[src/rtl/divider_counter_if.sv]
// divider_counter_if: count-enable / count-value bundle for divider_counter.
// Tc is carried only when DIVIDER_COUNTER_TC_EN is defined.
interface divider_counter_if #(
    parameter int WIDTH = 32
);
    logic             En;
    logic [WIDTH-1:0] Out;
`ifdef DIVIDER_COUNTER_TC_EN
    logic             Tc;

    modport master (
        output En,
        input  Out,
        input  Tc
    );

    modport slave (
        input  En,
        output Out,
        output Tc
    );
`else
    modport master (
        output En,
        input  Out
    );

    modport slave (
        input  En,
        output Out
    );
`endif
endinterface

[src/rtl/divider_counter.sv]
// divider_counter: WIDTH-bit T-flip-flop up-counter, usable as a divider tap set.
// Define DIVIDER_COUNTER_TC_EN to add the terminal-count output Tc.
module divider_counter #(
    parameter int WIDTH = 32
) (
    input  logic Clk,
    input  logic Reset,
    divider_counter_if.slave bus
);

    if (WIDTH < 4 || WIDTH > 32) begin : g_bad_width
        $error("divider_counter: WIDTH must be 4..32");
    end

    logic [WIDTH-1:0] q;
    logic [WIDTH-1:0] t;
    logic             carry;

    // Ripple AND chain: bit i toggles once every lower bit is 1.
    always_comb begin
        carry = 1'b1;
        t     = '0;
        for (int i = 0; i < WIDTH; i++) begin
            t[i]  = carry;
            carry = carry & q[i];
        end
    end

    always_ff @(posedge Clk or posedge Reset) begin
        if (Reset) begin
            q <= '0;
        end else begin
            q <= q ^ (t & {WIDTH{bus.En}});
        end
    end

    assign bus.Out = q;

`ifdef DIVIDER_COUNTER_TC_EN
    // Reset holds q at zero, so Tc is low throughout reset.
    assign bus.Tc = bus.En & (&q);
`endif

endmodule

[src/flat_wrapper.sv]
// flat-port wrapper written by rule: the top's interface ports become plain ports
module divider_counter_flat 
#(
    parameter int WIDTH = 32
)
  (Clk, Reset, bus_En, bus_Out);
  divider_counter_if #(.WIDTH(WIDTH)) bus_i ();
  input  logic Clk;
  input  logic Reset;
  input wire logic [$bits(bus_i.En)-1:0] bus_En;
  output wire logic [$bits(bus_i.Out)-1:0] bus_Out;
  assign bus_i.En = bus_En;
  assign bus_Out = bus_i.Out;
  divider_counter #(.WIDTH(WIDTH)) u_core (.Clk(Clk), .Reset(Reset), .bus(bus_i));
endmodule
[config.mk]
export PLATFORM = sky130hd
export DESIGN_NAME = divider_counter_flat
export DESIGN_NICKNAME = d
export VERILOG_FILES = /design/src/rtl/divider_counter_if.sv /design/src/rtl/divider_counter.sv /design/src/flat_wrapper.sv
export SDC_FILE = /design/constraint.sdc
export NUM_CORES = 1
export LEC_CHECK = 0
export ABC_AREA = 1
export BUFFER_PORTS_ARGS = -buffer_cell sky130_fd_sc_hd__buf_2
export CAP_MARGIN = 20
export CORE_MARGIN = 4
export CORE_UTILIZATION = 54
export CTS_BUF_LIST = sky130_fd_sc_hd__clkbuf_4
export DETAILED_ROUTE_END_ITERATION = 6
export HOLD_SLACK_MARGIN = 0.08
export PLACE_DENSITY = 0.81
export SLEW_MARGIN = 5
export SYNTH_ARGS = -nofsm -noshare
export SYNTH_HDL_FRONTEND = slang
export SYNTH_SLANG_ARGS = --single-unit
[constraint.sdc]
create_clock -name Clk -period 3.2 [get_ports Clk]
set_input_delay 0.16 -clock Clk [delete_from_list [all_inputs] [get_ports Clk]]
set_output_delay 0.16 -clock Clk [all_outputs]
set_load 0.1 [all_outputs]
==> impl_metrics.py <==
metrics = {
    "synthesis": {
        "syn_inst": 138,
        "synthSimpleGateAreaFrac_pct": 27.6,
        "syn_area_mm2": 0.00144,
        "synth-adder-area-share_pct": 0.870,
        "ys_types": 16,
        "synth_top_family_by_area": "simple AND/OR/NAND/NOR gates",
        "muxShareOfSynthArea_pct": 0,
        "syn_nets": 142,
        "seq_area_frac_synth_pct": 55.7,
        "synth-xor-area-share_pct": 10.3,
        "syn_avg_cell_area_um2": 10.4,
        "synth_warnings": 0,
        "synth_seq_cells": 32,
        "synth-compound-area-share_pct": 0.348,
    },
    "drt": {
        "ant_nets": 0,
        "dr.pass1.iters": 4,
        "routed_wl_um": 2610,
        "drcViolationCount": 0,
        "drt-initial-drc-count": 23,
        "viasPerCell": 4.93,
        "wire_per_inst_um": 12.3,
        "vias": 1046,
    },
    "timing": {
        "setup_ws_ns": 0.487,
        "min_period_ns": 2.71,
        "setup_violations": 0,
        "rsz0062_at_grt": "no",
        "clock_skew_ns": 0.00316,
        "finalMaxSlewViolations": 0,
        "tightest_slew_ns": 0.492,
        "timing.hold.ws_ns": 0.452,
        "setup-tns-final_ns": 0,
        "fmax_ghz": 0.369,
        "finalHoldViolations": 0,
        "post-route-period-util_pct": 84.8,
        "relSlewSlack_pct": 67.4,
    },
    "power_and_ir_drop": {
        "vdd_drop_max_uv": 951,
        "power_leakage_nw": 0.965,
        "power.density_mw_per_mm2": 698,
        "p_total_mw": 1.20,
    },
    "worst_hold_path": {
        "min_path_type": "in2async",
    },
    "place": {
        "dpl.hpwl_um": 1930,
        "portBuffers": 34,
        "gp_congestion": 0.770,
        "dp_cells": 203,
        "postPlaceCellArea_mm2": 0.00166,
        "dp_slack_ns": 0.574,
    },
    "global_routing": {
        "grt_pass1_wl_um": 4440,
        "antenna_found_initial": 0,
        "grt_pass1_vias": 1039,
        "grt-ovfl-total": 0,
        "grt_start_max_net_pins": 33,
        "grtUsageTotal_pct": 17.1,
    },
    "cells_and_area": {
        "final_area_mm2": 0.00172,
        "fillers": 206,
        "drive_gt1_share_pct": 34.6,
        "final_cell_mix": "buf_2 (34), dfrtp_1 (29), nor2_1 (22)",
        "post-route-util_pct": 68.9,
        "fin_nets": 186,
        "layoutNonFillerInstCount": 212,
        "largest_register_ff_count": 32,
        "syn2layout_area_growth_pct": 19.7,
        "mostFrequentLayoutCell": "buf_2",
        "diodes": 0,
    },
    "worst_setup_path": {
        "worstRegToRegCells": 17,
        "ff2ff_setup_slack_ns": 0.58,
        "cp-start-kind": "input pin",
        "worst_ep_arrival_time_ns": 2.93,
        "r2r_end": "u_core.bus.Out[31]",
        "worstSetupPathType": "in2reg",
        "cp-end-kind": "flip-flop",
        "critical_path.startpoint": "bus_En",
        "worstPathRequired_ns": 3.41,
        "r2r-start": "u_core.bus.Out[1]",
        "critPathMaxFanout": 4,
        "endpoint": "u_core.bus.Out[31]",
    },
    "floorplan": {
        "die-height_um": 59.6,
        "core_region_area_mm2": 0.00250,
        "num_io_pins": 35,
        "fp-row-count": 18,
        "die_area_mm2": 0.00355,
        "die_w_um": 59.6,
        "start_util_pct": 57.6,
    },
    "clock_tree": {
        "cts_htree_levels": 2,
        "cts_buffers": 5,
        "clock_latency_ns": 0.32,
        "cts_root_buf": "clkbuf_4",
        "cts_tree": "built",
        "cts.path.max_buffers": 2,
        "cts_resized": 0,
        "clkSlewWorstSetupHoldPaths_ns": 0.09,
        "cts.sinks": 32,
    },
    "run": {
        "maxCapViolations": 0,
    },
    "run_status": {
        "status": "finished, final reports clean",
    },
}
[cell usage after synthesis]
cell      count  share of area [%]
o21ai_1       1               0.35
inv_1        20                5.2
and2_1        4                1.7
nand4_4       1                1.5
ha_1          1               0.87
nor2_4        2                1.6
nor2_1       22                5.7
xor2_1       15                9.1
nand2_1       9                2.3
nand3b_1      1               0.52
xnor2_1       2                1.2
nand4_2       5                4.3
nand4_1       9                3.9
nand3_1       2               0.70
dfrtp_1      32                 56
nor2_2       12                5.2
[power breakdown]
group	internal [mW]	leakage, nW	switching (mW)
registers	0.456	0.389	0.0527
clock network	0.0765	0.0261	0.127
logic	0.0672	0.549	0.422
total	0.600	0.965	0.602
[cell families after synthesis]
family,Yosys count
buf+inv,20
xor+xnor,17
simple gates,67
flops,32
compound gates,1
fa+ha+maj,1
[timing repair]
action                                 CTS  global route
endpoints found under the hold margin   33             0
hold buffers                             2             0
setup buffers                            0             0
[metal layers]
metal  part of all wire [%]  track usage, %  vias to the layer above
li1                       -               -                      523
met1                     44            22.3                      495
met2                     49            27.1                       23
met3                    5.2            3.92                        5
met4                    1.7            7.59                        0
met5                      0               0                        -
[worst min-delay path by stage]
stage / endpoint
after global routing: u_core.bus.Out[4]
after global placement: u_core.bus.Out[3]
after detailed placement: u_core.bus.Out[31]
after CTS: u_core.bus.Out[7]
after floorplan: u_core.bus.Out[10]
final: u_core.bus.Out[7]
[layout make-up]
type	instances	area [um2]	area share, %
clock buffers	5	37.5	2.18
clock inverters	2	7.51	0.436
inverters	20	75.1	4.36
multi-input cells	86	563	32.7
flip-flops and latches	32	805	46.7
well taps	30	37.5	2.18
repair buffers	37	198	11.5
[worst max-delay path: stages]
cell           delay (ns)
dlygate4sd3_1        0.54
buf_2                0.13
nand3_1              0.11
nor2_2               0.14
nand4_2              0.11
nor2_2               0.14
nand4_2              0.12
nor2_2               0.14
nand4_2              0.12
nor2_2               0.15
nand4_2              0.12
nor2_2               0.13
nand4_2              0.13
nor2_4               0.14
nand4_4              0.10
nor2_4               0.14
nand4_1              0.13
nand2_1              0.10
nand2_1              0.06
No activity file was read; power rests on OpenSTA's default activity.
